## config.mk

```make
export PLATFORM = sky130hd
export DESIGN_NAME = pipe_ctrl_flat
export DESIGN_NICKNAME = d
export VERILOG_FILES = /design/src/rtl/pipe_ctrl_if.sv /design/src/rtl/pipe_ctrl.sv /design/src/flat_wrapper.sv
export SDC_FILE = /design/constraint.sdc
export NUM_CORES = 1
export LEC_CHECK = 0
export ABC_CLOCK_PERIOD_IN_PS = 1910
export CORE_MARGIN = 2
export CORE_UTILIZATION = 27
export CTS_BUF_LIST = sky130_fd_sc_hd__clkbuf_8
export CTS_CLUSTER_DIAMETER = 50
export DETAILED_ROUTE_END_ITERATION = 10
export HOLD_SLACK_MARGIN = 0.06
export PLACE_DENSITY_LB_ADDON = 0.15
export SYNTH_ARGS = -nofsm -noshare
export SYNTH_HDL_FRONTEND = slang
export SYNTH_SLANG_ARGS = --single-unit
export TNS_END_PERCENT = 5
```

## constraint.sdc

```tcl
create_clock -name clk -period 1.91 [get_ports clk]
set_input_delay 0.191 -clock clk [delete_from_list [all_inputs] [get_ports clk]]
set_output_delay 0.191 -clock clk [all_outputs]
set_load 0.01 [all_outputs]
```

## src/rtl/pipe_ctrl_if.sv

```systemverilog
// Stall/flush handshake bundle between the pipeline stages (master) and pipe_ctrl (slave).
interface pipe_ctrl_if;
  logic        stallreq_if;
  logic        stallreq_id;
  logic        stallreq_ex;
  logic        stallreq_mem;
  logic [31:0] excepttype_i;
  logic [31:0] cp0_epc_i;
  logic [5:0]  stall;
  logic        flush;
  logic [31:0] new_pc;
  logic        stall_timeout;
  logic [31:0] stall_cnt_o;
  logic [15:0] flush_cnt_o;

  modport master (
    output stallreq_if, stallreq_id, stallreq_ex, stallreq_mem, excepttype_i, cp0_epc_i,
    input  stall, flush, new_pc, stall_timeout, stall_cnt_o, flush_cnt_o
  );

  modport slave (
    input  stallreq_if, stallreq_id, stallreq_ex, stallreq_mem, excepttype_i, cp0_epc_i,
    output stall, flush, new_pc, stall_timeout, stall_cnt_o, flush_cnt_o
  );
endinterface

```

## src/rtl/pipe_ctrl.sv

```systemverilog
// Pipeline stall arbitration, exception flush/redirect, refill window and stall watchdog.
// Optional stall/flush performance counters are built when PIPE_PERF_EN is defined.
//
// state  | meaning
// RUN    | normal operation, MEM-stage exceptions are accepted
// REFILL | cycle after a flush, exceptions masked, stalls honoured
module pipe_ctrl #(
  parameter logic [31:0] EXC_VECTOR  = 32'h0000_0020,
  parameter logic [7:0]  STALL_LIMIT = 8'd200
) (
  input logic        clk,
  input logic        rst,
  pipe_ctrl_if.slave bus
);

  typedef enum logic {RUN = 1'b0, REFILL = 1'b1} state_t;

  localparam logic [31:0] EXC_ERET = 32'h0000_000e;

  state_t      state;
  logic        exc_take;
  logic [5:0]  stall;
  logic        flush;
  logic [31:0] new_pc;
  logic [7:0]  stall_run;
  logic [7:0]  stall_run_next;
  logic        stall_timeout;

  always_comb begin
    exc_take = (state == RUN) && (bus.excepttype_i != 32'd0) && !bus.stallreq_mem;
    flush    = exc_take;
    new_pc   = 32'd0;
    stall    = 6'b000000;
    if (exc_take) begin
      new_pc = (bus.excepttype_i == EXC_ERET) ? bus.cp0_epc_i : EXC_VECTOR;
    end else if (bus.stallreq_mem) begin
      stall = 6'b011111;
    end else if (bus.stallreq_ex) begin
      stall = 6'b001111;
    end else if (bus.stallreq_id) begin
      stall = 6'b000111;
    end else if (bus.stallreq_if) begin
      stall = 6'b000011;
    end
  end

  // Saturate at the limit so a long stall cannot wrap the run length.
  assign stall_run_next = (stall_run >= STALL_LIMIT) ? STALL_LIMIT : stall_run + 8'd1;

  always_ff @(posedge clk) begin
    if (rst) begin
      state         <= RUN;
      stall_run     <= 8'd0;
      stall_timeout <= 1'b0;
    end else begin
      case (state)
        RUN:     if (exc_take) state <= REFILL;
        REFILL:  state <= RUN;
        default: state <= RUN;
      endcase
      if (flush || (stall == 6'b000000)) begin
        stall_run <= 8'd0;
      end else begin
        stall_run <= stall_run_next;
        if (stall_run_next == STALL_LIMIT) stall_timeout <= 1'b1;
      end
    end
  end

`ifdef PIPE_PERF_EN
  logic [31:0] stall_cnt;
  logic [15:0] flush_cnt;

  always_ff @(posedge clk) begin
    if (rst) begin
      stall_cnt <= 32'd0;
      flush_cnt <= 16'd0;
    end else begin
      if ((stall != 6'b000000) && (stall_cnt != 32'hFFFF_FFFF)) stall_cnt <= stall_cnt + 32'd1;
      if (flush && (flush_cnt != 16'hFFFF)) flush_cnt <= flush_cnt + 16'd1;
    end
  end

  assign bus.stall_cnt_o = stall_cnt;
  assign bus.flush_cnt_o = flush_cnt;
`else
  assign bus.stall_cnt_o = 32'd0;
  assign bus.flush_cnt_o = 16'd0;
`endif

  assign bus.stall         = stall;
  assign bus.flush         = flush;
  assign bus.new_pc        = new_pc;
  assign bus.stall_timeout = stall_timeout;

endmodule
```

## src/flat_wrapper.sv

```systemverilog
// flat-port wrapper written by rule: the top's interface ports become plain ports
module pipe_ctrl_flat 
#(
  parameter logic [31:0] EXC_VECTOR  = 32'h0000_0020,
  parameter logic [7:0]  STALL_LIMIT = 8'd200
)
  (clk, rst, bus_stallreq_if, bus_stallreq_id, bus_stallreq_ex, bus_stallreq_mem, bus_excepttype_i, bus_cp0_epc_i, bus_stall, bus_flush, bus_new_pc, bus_stall_timeout, bus_stall_cnt_o, bus_flush_cnt_o);
  pipe_ctrl_if bus_i ();
  input logic clk;
  input logic rst;
  input wire logic [$bits(bus_i.stallreq_if)-1:0] bus_stallreq_if;
  input wire logic [$bits(bus_i.stallreq_id)-1:0] bus_stallreq_id;
  input wire logic [$bits(bus_i.stallreq_ex)-1:0] bus_stallreq_ex;
  input wire logic [$bits(bus_i.stallreq_mem)-1:0] bus_stallreq_mem;
  input wire logic [$bits(bus_i.excepttype_i)-1:0] bus_excepttype_i;
  input wire logic [$bits(bus_i.cp0_epc_i)-1:0] bus_cp0_epc_i;
  output wire logic [$bits(bus_i.stall)-1:0] bus_stall;
  output wire logic [$bits(bus_i.flush)-1:0] bus_flush;
  output wire logic [$bits(bus_i.new_pc)-1:0] bus_new_pc;
  output wire logic [$bits(bus_i.stall_timeout)-1:0] bus_stall_timeout;
  output wire logic [$bits(bus_i.stall_cnt_o)-1:0] bus_stall_cnt_o;
  output wire logic [$bits(bus_i.flush_cnt_o)-1:0] bus_flush_cnt_o;
  assign bus_i.stallreq_if = bus_stallreq_if;
  assign bus_i.stallreq_id = bus_stallreq_id;
  assign bus_i.stallreq_ex = bus_stallreq_ex;
  assign bus_i.stallreq_mem = bus_stallreq_mem;
  assign bus_i.excepttype_i = bus_excepttype_i;
  assign bus_i.cp0_epc_i = bus_cp0_epc_i;
  assign bus_stall = bus_i.stall;
  assign bus_flush = bus_i.flush;
  assign bus_new_pc = bus_i.new_pc;
  assign bus_stall_timeout = bus_i.stall_timeout;
  assign bus_stall_cnt_o = bus_i.stall_cnt_o;
  assign bus_flush_cnt_o = bus_i.flush_cnt_o;
  pipe_ctrl #(.EXC_VECTOR(EXC_VECTOR), .STALL_LIMIT(STALL_LIMIT)) u_core (.clk(clk), .rst(rst), .bus(bus_i));
endmodule
```

======== Word-level counts from Yosys, hierarchy flattened ========
Index checks and enable logic that the tools add are counted.
cells by class
  $lt $le $gt $ge ......................... 1
  add/sub/neg operators ................... 1
  bitwise logic cells ..................... 2
  reduce and logical (&&, ||, !) cells .... 8
  muxes and demuxes ....................... 10
  equal/unequal tests ..................... 2
operator list
  cell                                                                    count
  32-bit 2-to-1 mux                                                       2
  32-bit by 4-bit equality test with 1-bit output, second input constant  1
  32-bit nonzero test                                                     1
  6-bit 2-to-1 mux                                                        4
  8-bit by 1-bit adder with 8-bit output, second input constant           1
  8-bit equality test, second input constant                              1
  8-bit greater-or-equal comparator, second input constant                1
  8-bit 2-to-1 mux                                                        1
  6-bit logical NOT                                                       1
  1-bit logical AND                                                       2
  2-bit 2-to-1 mux                                                        1
  1-bit inverter                                                          2
  1-bit one-hot mux with 2 select lines                                   1
  2-bit AND reduction                                                     1
  2-bit OR reduction                                                      1
  1-bit logical NOT                                                       1
  1-bit logical OR                                                        1
  1-bit 2-to-1 mux                                                        1
word-level totals
  register bits after elaboration ......... 10
  logic and storage cells ................. 27
  bits of input ports ..................... 70

======== Depth between registers and ports, before layout ========
  word-level depth ........................ 9
  depth in mapped cells ................... 6
  gate-level depth less buffers ........... 6

======== Worst setup path before layout ========
Ideal clock, no wire load.
  path type ............................... input to output
  from .................................... input bus_excepttype_i[0]
  to ...................................... output bus_stall[1]
  arrival ................................. 1.549 ns
  cell stages on the path ................. 6
  path slack .............................. 0.170 ns
  buffers on the path ..................... 2
  cells stage by stage .................... nor4_1 nand4_1 o31a_1 buf_6 nor2_1 buf_4
between the ends
  cells in the longest elaborated chain, start to end .. 4
ends and longest elaborated chain
  element                          line                text
  from (decl)                      flat_wrapper.sv:15  input wire logic [$bits(bus_i.excepttype_i)-1:0] bus_excepttype_i;
  32-bit nonzero test              pipe_ctrl.sv:30     exc_take = (state == RUN) && (bus.excepttype_i != 32'd0) && !bus.stallreq_mem;
  1-bit logical AND (2 in series)  pipe_ctrl.sv:30
  net bus_flush                    flat_wrapper.sv:18  output wire logic [$bits(bus_i.flush)-1:0] bus_flush;
  6-bit 2-to-1 mux                 pipe_ctrl.sv:34     if (exc_take) begin
  to (decl)                        flat_wrapper.sv:17  output wire logic [$bits(bus_i.stall)-1:0] bus_stall;
The timed path passes the listed nets, and every way through them passes these cells.

======== Worst setup path after layout ========
  from .................................... input bus_excepttype_i[0]
  to ...................................... output bus_new_pc[29]
between the ends
  cells in the longest elaborated chain, start to end .. 4
  elaborated cells between the ends (all ways) .. 6
ends and longest elaborated chain
  element                          line                text
  32-bit nonzero test              pipe_ctrl.sv:30
  1-bit logical AND (2 in series)  pipe_ctrl.sv:30
  32-bit 2-to-1 mux *              pipe_ctrl.sv:34
  to (decl)                        flat_wrapper.sv:19  output wire logic [$bits(bus_i.new_pc)-1:0] bus_new_pc;
Mark *: on every way between the ends. The rest lies on a longest branch, timed or not.

==> run_results.csv <==
group,metric,value,unit
drt,dr.first_iter.drc_count,36,
global_routing,grt_pass1_vias,1258,
synth,synth_warnings,0,
layout,drive_gt1_share,32.87,%
critical_path,path_max_fanout,8,
clocking,hold_buffers,0,
floorplanning,initial_core_util,28.40,%
sta,setup_violations,0,
floorplanning,design.core.area,4414,µm²
critical_path,crit_required,1.72,ns
global_routing,antenna_found_initial,0,
critical_path,crit_type,"primary input to primary output",
global_routing,grt-ovfl-total,0,
layout,fill_cells,449,
clocking,cts_tree,"yes",
pwr,swShare,27.21,%
pwr,clkPwrFrac,35.6,%
place,dpl.hpwl,3.569,mm
clocking,cts_buffer_depth,2,
pwr,power_switching,0.0002038,W
drt,dr.pass1.iters,4,
drt,wl_per_cell,13.43,µm
drt,route.vias.total,1394,
sta,rsz0062_at_grt,"yes",
sta,clock_skew,0.001837,ns
global_routing,grt_pass1_wl,6.327,mm
clocking,insertion_delay,0.23,ns
place,io_buffers,108,
critical_path,worstPathArrival,1.68,ns
clocking,numCtsBuffers,3,
synth,synth_area,1254,µm²
layout,utilization,51.53,%
layout,multi_input_area,914.6,µm²
layout,fin_nets,359,
sta,finalWorstSetupSlack,0.04370,ns
sta,hold_viol_final,0,
pwr,powerDensity,329.3,nW/µm²
pwr,ir_worst_vdd,0.3425,mV
global_routing,track_usage,15.36,%
clocking,root_buffer,"clkbuf_8",
place,pre_cts_slack,-0.6967,ns
critical_path,cp-end-kind,"primary output",
hold_path,hp-class,"register to register",
pwr,comb_power_share,35.6,%
synth,avgSynthCellArea,7.552,µm²
critical_path,startpoint_type,"primary input",
layout,num_antenna_cells,0,
drt,viasPerCell,4.124,
sta,max-slew-margin-rel,60.10,%
pwr,internal_power,0.0005452,W
synth,synth_cell_type_count,33,
synth,synth-seq-cells,10,
pwr,power,0.0007490,W
floorplanning,core.rowCount,24,
sta,fmax,0.5358,GHz
floorplanning,die_x,72.14,µm
run,drv_cap,0,
floorplanning,die_h,72.14,µm
run_status,status,"completed",
clocking,path_clk_slew,0.05,ns
sta,worstMarginPinSlew,0.5909,ns
clocking,clock-sinks,10,
sta,hold_ws,0.4782,ns
sta,period_share,97.71,%
drt,ant_nets,0,
synth,seq_area_frac_synth,15.97,%
global_routing,grt_max_degree,16,
clocking,htree_levels,1,
layout,regArea,200.2,µm²
layout,syn_to_final_growth,81.44,%
synth,synth_cells,166,
floorplanning,io_pins,158,
layout,final_cell_area,2275,µm²
drt,routed_wl,4.541,mm
drt,drc,0,
place,placed_cell_area,2241,µm²
floorplanning,die_area,5204,µm²
place,place_congestion,0.8140,
pwr,leakagePower,1.089,nW
pwr,seqPwrFrac,28.8,%
sta,finalMaxSlewViolations,0,
sta,post-route-min-period,1.866,ns
[logic make-up after synthesis]
| logic type | after synthesis | share of synthesized area, % |
|---|---|---|
| XOR/XNOR | 5 | 3.494 |
| AND/OR/NAND/NOR | 79 | 38.12 |
| multiplexers | 1 | 0.7984 |
| adder cells (fa/ha/maj) | 2 | 1.996 |
| other | 1 | 0.2991 |
| AO/OA/AOI/OAI | 10 | 6.387 |
| flip-flops | 10 | 15.97 |
| buffers and inverters | 58 | 32.93 |
[cell usage after synthesis (all sizes together)]
master | count | area [µm²]
xor2 | 2 | 17.52
mux2i | 1 | 10.01
nor4b | 1 | 8.760
nor4 | 13 | 102.6
o21a | 1 | 7.510
inv | 2 | 7.510
nand4 | 2 | 12.51
buf | 51 | 386.6
o21ai | 1 | 5.000
or4b | 1 | 10.01
a211oi | 2 | 15.01
o311ai | 1 | 8.760
or3 | 1 | 6.260
conb | 1 | 3.750
nor3 | 4 | 20.02
nand3 | 5 | 25.02
a21oi | 2 | 10.01
and2 | 32 | 200.2
or2 | 3 | 18.77
o41ai | 1 | 16.27
dfxtp | 10 | 200.2
nor2b | 2 | 12.51
a311oi | 1 | 8.760
nor2 | 10 | 37.54
nand2 | 3 | 11.26
o31a | 1 | 8.760
clkbuf | 5 | 18.77
ha | 2 | 25.02
xnor2 | 3 | 26.28
nand2b | 2 | 12.51
[power by group through the flow]
stage | Clock, W | Combinational [W] | Sequential, W
after floorplan | 0 | 0.000163 | 0.000222
after global placement | 0 | 0.000262 | 0.000220
after detailed placement | 0 | 0.000263 | 0.000220
after CTS | 0.000269 | 0.000253 | 0.000216
after global routing | 0.000292 | 0.000287 | 0.000216
final | 0.000266 | 0.000266 | 0.000216
[per-layer routing]
| metal | GRT usage, % | part of all wire [%] |
|---|---|---|
| met1 | 17.88 | 37 |
| met3 | 3.333 | 8.8 |
| met2 | 28.03 | 53 |
| met5 | 0 | 0 |
| met4 | 4.403 | 0.84 |
[state kept, by name, summed over array words and instances, names as in the netlist]
| register | flops |
|---|---|
| u_core.stall_run | 8 |
| u_core.bus.stall_timeout | 1 |
| u_core.state | 1 |
[worst max-delay path: stages]
cell and delay [ns]:
buf_6 0.09, nor4_4 0.26, nand4_1 0.20, nor4_4 0.32, buf_6 0.17, buf_6 0.13, buf_6 0.09, and2_4 0.12
buf_6 0.09
[layout by cell type, fill, tap and decap left out, types with 3 or more instances in the layout]
| cell type | synthesis | routed |
|---|---|---|
| conb_1 | 1 | 49 |
| clkdlybuf4s50_1 | 0 | 40 |
| buf_2 | 0 | 33 |
| and2_1 | 32 | 30 |
| buf_6 | 1 | 15 |
| clkbuf_2 | 0 | 13 |
| dfxtp_1 | 10 | 10 |
| nor2_1 | 10 | 9 |
| buf_4 | 50 | 9 |
| clkdlybuf4s15_1 | 0 | 7 |
| nor4_4 | 1 | 5 |
| nor4_1 | 11 | 5 |
| nand3_1 | 5 | 5 |
| clkbuf_8 | 0 | 4 |
| dlygate4sd2_1 | 0 | 4 |
| nor4_2 | 1 | 3 |
| nor3_1 | 4 | 3 |
| nand2_1 | 3 | 3 |
| xnor2_1 | 3 | 3 |
[stage by stage]
stage	setup TNS (ns)	cells
finish	0	338
floorplan	0	214
global placement	-25.58	324
global route	-0.2447	338
detailed placement	-26.18	324
CTS	-0.1946	335
[final timing paths]
check | startpoint | end | slack (ns) | cells past startpoint
max | bus_excepttype_i[0] | bus_new_pc[29] | 0.04 | 9
min | u_core.bus.stall_timeout | u_core.bus.stall_timeout | 0.48 | 2
max reg2reg | u_core.stall_run[1] | u_core.bus.stall_timeout | 0.20 | 5
min reg2reg | u_core.bus.stall_timeout | u_core.bus.stall_timeout | 0.48 | 2
[cell type report]
cell class / instances / share of cell area (%)
clock buffer: 4 / 2.420
multi-input combinational: 146 / 40.21
tap: 52 / 2.860
inverter: 2 / 0.3300
sequential: 10 / 8.801
timing repair buffer: 124 / 45.38
[what timing repair did]
action                                  in CTS  in global routing
resized for setup                          201                 48
buffers inserted                             5                  4
endpoints found under the setup margin      41                 36
gates cloned                                 2                  0
pin swaps                                   11                  9
Power figures use the tool's default switching activity.
